`config.mk`:
```
export PLATFORM = sky130hd
export DESIGN_NAME = ws2812_frame_sched
export DESIGN_NICKNAME = d
export VERILOG_FILES = /design/src/rtl/ws2812_pkg.sv /design/src/rtl/ws2812_pixel_ram.sv /design/src/rtl/ws2812_frame_sched.sv
export SDC_FILE = /design/constraint.sdc
export NUM_CORES = 1
export LEC_CHECK = 0
export ABC_AREA = 1
export BUFFER_PORTS_ARGS = -buffer_cell sky130_fd_sc_hd__buf_2
export CORE_MARGIN = 5
export CORE_UTILIZATION = 55
export DETAILED_ROUTE_END_ITERATION = 6
export PLACE_DENSITY_LB_ADDON = 0.05
export REMOVE_ABC_BUFFERS = 1
export SYNTH_ARGS = -nofsm -noshare
export SYNTH_HDL_FRONTEND = slang
export SYNTH_SLANG_ARGS = --single-unit
```
`constraint.sdc`:
```
create_clock -name CLOCK_50 -period 1.67 [get_ports CLOCK_50]
set_input_delay 0.167 -clock CLOCK_50 [delete_from_list [all_inputs] [get_ports CLOCK_50]]
set_output_delay 0.167 -clock CLOCK_50 [all_outputs]
set_load 0.01 [all_outputs]
```
`src/rtl/ws2812_pkg.sv`:
```
// Shared types and constants for the WS2812B frame scheduler and its pixel buffer.
package ws2812_pkg;

  typedef struct packed {
    logic [7:0] g;
    logic [7:0] r;
    logic [7:0] b;
  } grb_t;

  typedef enum logic [2:0] {
    IDLE,
    LOAD,
    START,
    WAIT_BUSY,
    WAIT_DONE,
    LATCH
  } sched_state_t;

  localparam int unsigned WS2812_LATCH_US = 50;
  localparam int unsigned BUSY_TIMEOUT    = 4;
  localparam int unsigned BUSY_CNT_W      = $clog2(BUSY_TIMEOUT);

endpackage

```
`src/rtl/ws2812_pixel_ram.sv`:
```
// Simple dual-port pixel buffer: one write port, one registered read-first read port.
module ws2812_pixel_ram #(
  parameter int unsigned DEPTH = 8,
  parameter int unsigned WIDTH = 24,
  parameter int unsigned AW    = 3
) (
  input  logic             clk_i,
  input  logic             we_i,
  input  logic [AW-1:0]    waddr_i,
  input  logic [WIDTH-1:0] wdata_i,
  input  logic [AW-1:0]    raddr_i,
  output logic [WIDTH-1:0] rdata_o
);

  // Sized to the full address space so every address decodes; DEPTH bounds writes.
  logic [WIDTH-1:0] mem_q [2**AW] = '{default: '0};
  logic [WIDTH-1:0] rdata_q;

  always_ff @(posedge clk_i) begin
    if (we_i && (32'(waddr_i) < DEPTH)) begin
      mem_q[waddr_i] <= wdata_i;
    end
    rdata_q <= mem_q[raddr_i];
  end

  assign rdata_o = rdata_q;

endmodule

```
`src/rtl/ws2812_frame_sched.sv`:
```
// Frame scheduler: walks the pixel buffer, hands each GRB word to the serializer
// through a start/busy handshake, then holds the chain's latch gap.
module ws2812_frame_sched
  import ws2812_pkg::*;
#(
  parameter int unsigned NUM_LEDS     = 8,
  parameter int unsigned LATCH_CYCLES = 3000,
  parameter int unsigned ADDR_W       = (NUM_LEDS > 1) ? $clog2(NUM_LEDS) : 1
) (
  input  logic              CLOCK_50,
  input  logic              KEY0,
  input  logic              wr_en,
  input  logic [ADDR_W-1:0] wr_addr,
  input  logic [23:0]       wr_grb,
  input  logic              frame_go,
  input  logic              auto_refresh,
  output logic [23:0]       tx_grb,
  output logic              tx_start,
  input  logic              tx_busy,
  output logic              frame_busy,
  output logic              frame_done,
  output logic [ADDR_W-1:0] led_idx
);

  localparam int unsigned LATCH_W = $clog2(LATCH_CYCLES + 1);
  localparam logic [LATCH_W-1:0]    LATCH_LAST = LATCH_W'(LATCH_CYCLES - 1);
  localparam logic [BUSY_CNT_W-1:0] BUSY_LAST  = BUSY_CNT_W'(BUSY_TIMEOUT - 1);
  localparam logic [ADDR_W-1:0]     LAST_IDX   = ADDR_W'(NUM_LEDS - 1);

  sched_state_t          state_q, state_d;
  logic [ADDR_W-1:0]     idx_q, idx_d;
  logic [LATCH_W-1:0]    lcnt_q, lcnt_d;
  logic [BUSY_CNT_W-1:0] bcnt_q, bcnt_d;
  logic                  pend_q, pend_d;
  logic                  done_q, done_d;
  grb_t                  grb_q;
  logic [23:0]           rdata;
  logic                  restart;
  logic                  start_frame;
  logic                  word_done;

  // Read address follows the next index so the word is ready during LOAD.
  ws2812_pixel_ram #(
    .DEPTH (NUM_LEDS),
    .WIDTH (24),
    .AW    (ADDR_W)
  ) u_ram (
    .clk_i   (CLOCK_50),
    .we_i    (wr_en),
    .waddr_i (wr_addr),
    .wdata_i (wr_grb),
    .raddr_i (idx_d),
    .rdata_o (rdata)
  );

  assign restart    = frame_go | pend_q | auto_refresh;
  assign frame_busy = (state_q != IDLE);
  assign frame_done = done_q;
  assign tx_grb     = grb_q;
  assign led_idx    = idx_q;

  always_comb begin
    state_d     = state_q;
    idx_d       = idx_q;
    lcnt_d      = lcnt_q;
    bcnt_d      = bcnt_q;
    pend_d      = pend_q;
    done_d      = 1'b0;
    tx_start    = 1'b0;
    start_frame = 1'b0;
    word_done   = 1'b0;

    unique case (state_q)
      IDLE: begin
        if (restart) start_frame = 1'b1;
      end
      LOAD: begin
        state_d = START;
      end
      START: begin
        tx_start = 1'b1;
        bcnt_d   = '0;
        state_d  = WAIT_BUSY;
      end
      WAIT_BUSY: begin
        // A serializer that never answers must not stall the chain.
        if (tx_busy)                 state_d   = WAIT_DONE;
        else if (bcnt_q == BUSY_LAST) word_done = 1'b1;
        else                         bcnt_d    = bcnt_q + 1'b1;
      end
      WAIT_DONE: begin
        if (!tx_busy) word_done = 1'b1;
      end
      LATCH: begin
        if (lcnt_q == LATCH_LAST) begin
          done_d = 1'b1;
          if (restart) start_frame = 1'b1;
          else         state_d     = IDLE;
        end else begin
          lcnt_d = lcnt_q + 1'b1;
        end
      end
      default: state_d = IDLE;
    endcase

    if (word_done) begin
      if (idx_q == LAST_IDX) begin
        state_d = LATCH;
        lcnt_d  = '0;
      end else begin
        idx_d   = idx_q + 1'b1;
        state_d = LOAD;
      end
    end

    if (start_frame) begin
      state_d = LOAD;
      idx_d   = '0;
      pend_d  = 1'b0;
    end else if (frame_go && frame_busy) begin
      pend_d = 1'b1;
    end
  end

  always_ff @(posedge CLOCK_50 or negedge KEY0) begin
    if (!KEY0) begin
      state_q <= IDLE;
      idx_q   <= '0;
      lcnt_q  <= '0;
      bcnt_q  <= '0;
      pend_q  <= 1'b0;
      done_q  <= 1'b0;
      grb_q   <= '0;
    end else begin
      state_q <= state_d;
      idx_q   <= idx_d;
      lcnt_q  <= lcnt_d;
      bcnt_q  <= bcnt_d;
      pend_q  <= pend_d;
      done_q  <= done_d;
      if (state_q == LOAD) grb_q <= rdata;
    end
  end

endmodule

```
### Yosys cells after proc, flatten, opt, wreduce, memory -nomap -nowiden

Memories as Yosys holds them, arrays and structs flattened. A register that Yosys moved wholly into a read port is not among the register bits.
Cells that the tools add are included.
W data, S select, Z words.

| storage, ports and cells | value |
|---|---|
| input bits | 33 |
| word-level logic and storage cells | 68 |
| output and inout bits | 30 |
| bits in writable memories | 192 |
| bits in registers | 46 |
| memories | 1 |

| cells by class | value |
|---|---|
| equality and inequality tests | 14 |
| reductions and logical operators | 8 |
| muxes and demuxes | 31 |
| add/sub/neg operators | 3 |
| bitwise logic cells | 2 |

Memory list:

| memory | depth | bits a word | read ports | clocked after memory_dff | wr ports | line | source |
|---|---|---|---|---|---|---|---|
| u_ram.mem_q | 8 | 24 | 1 | 1 | 1 | ws2812_pixel_ram.sv:16 | `logic [WIDTH-1:0] mem_q [2**AW] = '{default: '0};` |

Operators with widths:

| kind | number |
|---|---|
| $mux W12 | 4 |
| $mux W3 | 9 |
| $pmux W3 S5 | 1 |
| $add A12 B1 Y12 const B | 1 |
| $eq A12 B12 Y1 const B | 1 |
| $mux W1 | 12 |
| $ne A4 B4 Y1 const B | 3 |
| $eq A3 B3 Y1 const B | 3 |
| $eq A3 B2 Y1 const B | 2 |
| $mux W2 | 2 |
| $ne A2 B2 Y1 const B | 2 |
| $pmux W1 S2 | 2 |
| $pmux W2 S2 | 1 |
| $reduce_and A4 Y1 | 1 |
| $reduce_bool A2 Y1 | 2 |
| $add A3 B1 Y3 const B | 1 |
| $eq A3 B1 Y1 const B | 1 |
| $logic_not A3 Y1 | 1 |
| $ne A3 B1 Y1 const B | 1 |
| $reduce_and A3 Y1 | 1 |
| $reduce_bool A3 Y1 | 1 |
| $add A2 B1 Y2 const B | 1 |
| $eq A2 B2 Y1 const B | 1 |
| $or A1 B1 Y1 | 2 |
| other kinds (2) | 2 |

### Logic depth before layout (Yosys ltp)

| logic depth | value |
|---|---|
| depth after elaboration | 7 |
| gate-level depth with buffers | 16 |
| gate-level depth less buffers | 14 |

### By module

Synthesis repeated with hierarchy kept, for this count alone.

| unflattened totals | value |
|---|---|
| cell total of the unflattened synthesis | 1074 |
| area total of the unflattened synthesis | 10995.5 µm² |

By module, submodules not included:

| module | cells each | area each (µm²) | seq. area each (µm²) | instances |
|---|---|---|---|---|
| ws2812_pixel_ram | 872 | 8906.0 | 6246.0 | 1 |
| ws2812_frame_sched | 202 | 2089.5 | 1151.1 | 1 |

### Least setup slack after synthesis

Ideal clock, no wire load.

| timing path | value |
|---|---|
| path type | register to register |
| start point | register idx_q[1], in the netlist led_idx[1] |
| end point | register u_ram.rdata_q[13], in the netlist u_ram.rdata_o[13] (read register of u_ram.mem_q) |
| library setup time | 0.058 ns |
| arrival time | 1.781 ns |
| slack | -0.169 ns |
| cell stages (with the launch flop) | 14 |
| path buffers | 2 |
| required time | 1.612 ns |
| period minus slack after synthesis | 1.839 ns |
| cells stage by stage | dfrtp_1 > ha_1 > nand2_1 > inv_1 > nor2_1 > o21ai_1 > o21ai_2 > nor2_2 > buf_4 > buf_2 > nand3_1 > nand2_1 > nand2_1 > nand2_1 |

| on the way | value |
|---|---|
| cells in the longest elaborated chain, start to end | 4 |
| elaborated cells between the ends (all ways) | 5 |
| those cells by class | 1 x add/sub; 1 x eq/ne; 3 x mux |

RTL lines:

| item | line | source |
|---|---|---|
| start: declaration | ws2812_frame_sched.sv:31 | `logic [ADDR_W-1:0] idx_q, idx_d;` |
| start signal: assignment | ws2812_frame_sched.sv:136 | `idx_q <= idx_d;` |
| $add A3 B1 Y3 / $eq A3 B3 Y1 (equally long branches) | ws2812_frame_sched.sv:111, ws2812_frame_sched.sv:107 |  |
| $mux W3 | ws2812_frame_sched.sv:107 | `if (idx_q == LAST_IDX) begin` |
| $mux W3 (*) | ws2812_frame_sched.sv:106 | `if (word_done) begin` |
| $mux W3 (*) | ws2812_frame_sched.sv:116 | `if (start_frame) begin` |
| end: declaration | ws2812_pixel_ram.sv:17 | `logic [WIDTH-1:0] rdata_q;` |

Mark *: on every way between the ends. The rest lies on a longest branch, timed or not.
A chain may end at the register's enable or synchronous reset.

### Worst setup path after layout

| timing path | value |
|---|---|
| start point | register bcnt_q[0] |
| end point | register u_ram.rdata_q[11], in the netlist u_ram.rdata_o[11] (read register of u_ram.mem_q) |

| on the way | value |
|---|---|
| cells in the longest elaborated chain, start to end | 6 |

RTL lines:

| item | line | source |
|---|---|---|
| start: declaration | ws2812_frame_sched.sv:33 | `logic [BUSY_CNT_W-1:0] bcnt_q, bcnt_d;` |
| start signal: assignment | ws2812_frame_sched.sv:138 | `bcnt_q <= bcnt_d;` |
| $eq A2 B2 Y1 | ws2812_frame_sched.sv:88 | `else if (bcnt_q == BUSY_LAST) word_done = 1'b1;` |
| $mux W1 | ws2812_frame_sched.sv:88 |  |
| $mux W1 | ws2812_frame_sched.sv:87 | `if (tx_busy) state_d = WAIT_DONE;` |
| $pmux W1 S2 | ws2812_frame_sched.sv:73 | `unique case (state_q)` |
| $mux W3 | ws2812_frame_sched.sv:106 |  |
| $mux W3 | ws2812_frame_sched.sv:116 |  |

No other way between the ends.

==> summary.txt <==
Warnings, synthesis = 0
Num CTS Buffers = 27
Layout area overhead = 31.4%
Critical path capture point type = flip-flop
MaxCap Viol Count = 0
DP HPWL = 13800 µm
Final Slew Violations = 0
Final setup margin = -0.191 ns
Via density = 5.01
Static Leakage = 0.00666 µW
First-pass GRT wire length = 41500 µm
CP Class = flip-flop to flip-flop
Starting Density = 55.5%
I/O pins = 63
Final hold violations = 0
Clk sinks = 262
Synth unique cells = 34
Clock root buffer master = clkbuf_16
CTS tree = built
Final Power = 22900 µW
Top cells by area, synth = edfxtp_1, dfrtp_1, nand3_1
Max-slew headroom = 80.1%
Most frequent cell after synthesis = nand2_1
Register area share after synthesis = 66.3%
Die area = 0.0232 mm²
Initial antenna violation count = 0
Post-Syn Area = 0.0112 mm²
Crit path arrival time = 2.34 ns
GR Overflow Total = 0
Req. time, crit path = 2.15 ns
Fillers = 1413
Worst-Margin Slew = 0.299 ns
Share of layout cells above drive strength 1 = 27.5%
Core area = 0.0201 mm²
Run status = finished, violations left
RSZ-0062 raised after global routing = yes
Clock buffer depth = 3
Total Wirelength = 26000 µm
Final standard cell utilization of the core = 72.9%
Ant. Diodes = 0
CP max FO = 11
Pin count of the biggest net entering global routing = 47
Power per cell area = 1560 mW/mm²
# port buffers = 62
DRC Markers = 0
FMAX = 537 MHz
Number of synthesized register bits = 262
Final TNS setup = -4.82 ns
Fin crit share = 111%
Worst hold slack = 0.159 ns
Vias in the first global route = 7810
Clock Skew = 0.0185 ns
Ys flop type = edfxtp_1
GRT Total Usage = 22.3%
Die W = 152 µm
Failing checks = negative setup slack
Leading area contributor after synthesis = edfxtp_1
Row count = 52
Via count = 7886
VDD IR max = 0.000979 V
Min Tclk post-route = 1.86 ns
Insertion delay to the later sink of the worst-skew pair = 0.54 ns
Syn_area_per_cell = 10.3 µm²
Dpl cells = 1457
Detail Route Antenna Nets = 0
Area share of the largest cell type after synthesis = 51.7%
Asr flop ratio synth = 17.6%
Reg clk slew, reported paths = 0.06 ns
Setup violations, final = 35
Non-filler cells, final = 1573
Commonest cells in the netlist = nand2_1, inv_1, nand3_1, edfxtp_1, dfrtp_1
Die H = 152 µm
Nets = 1318
Drt first pass iters = 6
Type of origin of the critical path = flip-flop
Wire per inst = 16.5 µm
HP Class = input pin to async pin
# H-tree levels = 1
Global placement routability congestion = 0.800
Drt initial violations = 490
Number of flops mapped to enable cells by yosys = 192
Syn Inst Count = 1085
[layer usage]
metal	GRT usage, %	vias to the layer above	part of all wire, %
met5	0	-	0
met4	5.48	0	1.7
met3	3.32	36	5.3
met2	37.5	202	50
met1	30.9	3747	43
li1	-	3901	-
[through the flow]
| stage | worst slack (ns) | area, µm² |
|---|---|---|
| after floorplan | -1.23 | 10900 |
| after global placement | -0.213 | 12400 |
| after detailed placement | -0.217 | 12400 |
| after CTS | -0.171 | 14300 |
| after global routing | -0.316 | 14700 |
| final | -0.191 | 14700 |
[power by group]
part | leakage (µW) | total (µW) | switching, µW | internal (µW)
clock | 0.000380 | 5380 | 2370 | 3000
combinational | 0.00381 | 9040 | 4750 | 4290
sequential | 0.00248 | 8450 | 464 | 7990
total | 0.00666 | 22900 | 7590 | 15300
[worst paths after layout]
check | slack, ns | startpoint | depth (start not counted) | end
setup / recovery | -0.19 | bcnt_q[0] | 15 | u_ram.rdata_o[11]
hold / removal | 0.16 | KEY0 | 3 | tx_grb[12]
max in group asynchronous | 1.25 | KEY0 | 3 | state_q[2]
hold reg to reg | 0.46 | u_ram.rdata_o[12] | 1 | tx_grb[12]
min in group CLOCK_50 | 0.18 | tx_busy | 6 | state_q[2]
setup reg to reg | -0.19 | bcnt_q[0] | 15 | u_ram.rdata_o[11]
[registers in the layout, indices dropped and copies added (netlist names)]
| register | cells |
|---|---|
| u_ram.mem_q | 192 |
| tx_grb | 24 |
| u_ram.rdata_o | 24 |
| lcnt_q | 12 |
| led_idx | 3 |
| state_q | 3 |
| bcnt_q | 2 |
| frame_done | 1 |
| pend_q | 1 |
[timing repair]
action,CTS,global route
setup endpoints to repair,32,39
buffers inserted,21,10
hold buffers,27,0
pin swaps,36,29
hold endpoints to repair,240,0
resized for setup,114,61
gates cloned,10,3
[layout by cell type (no fill, tap or decap), types with 7 or more instances in the layout]
cell type,count
dlygate4sd3_1,27
buf_2,61
buf_8,7
edfxtp_1,192
inv_1,210
buf_12,25
clkbuf_1,12
buf_6,20
dfrtp_1,44
nor2_1,14
nand2_1,223
nor2_4,7
nand3_1,171
clkbuf_16,30
nand2_4,8
mux2_2,24
nor2_2,11
nand2_2,22
dfxtp_1,24
buf_4,65
nand3_2,30
[area by class of cell]
cell class | instances | area [µm²] | area share [%]
Sequential cell | 262 | 7400 | 50.5
Tap cell | 270 | 338 | 2.31
Clock inverter | 11 | 61.3 | 0.418
Timing Repair Buffer | 213 | 2110 | 14.4
Multi-Input combinational cell | 558 | 3180 | 21.7
Inverter | 220 | 846 | 5.77
Clock buffer | 39 | 721 | 4.92
[logic make-up after synthesis]
kind of cell               Yosys count  share of synthesized area (%)
and+or+nand+nor                    504                           19.8
buffers and inverters              267                           9.59
DFF                                262                           66.3
muxes                               24                           2.42
AOI/OAI and AO/OA                   19                           1.01
xor gates and xnor gates             6                          0.471
adders and majority gates            3                          0.337
[critical path, cell delays in order, from the launching register on]
cell and delay, ns:
dfrtp_1 0.37, ha_2 0.20, inv_2 0.04, nor2_2 0.08, nand2_2 0.09, nand2_4 0.12
nand2_4 0.06, nand2_4 0.08, clkinv_8 0.10, buf_6 0.15, clkbuf_16 0.16, nand3_1 0.08
nand3_1 0.08, nand2_1 0.08, nand2_1 0.05, nand2_1 0.05
Power figures use the tool's default switching activity.
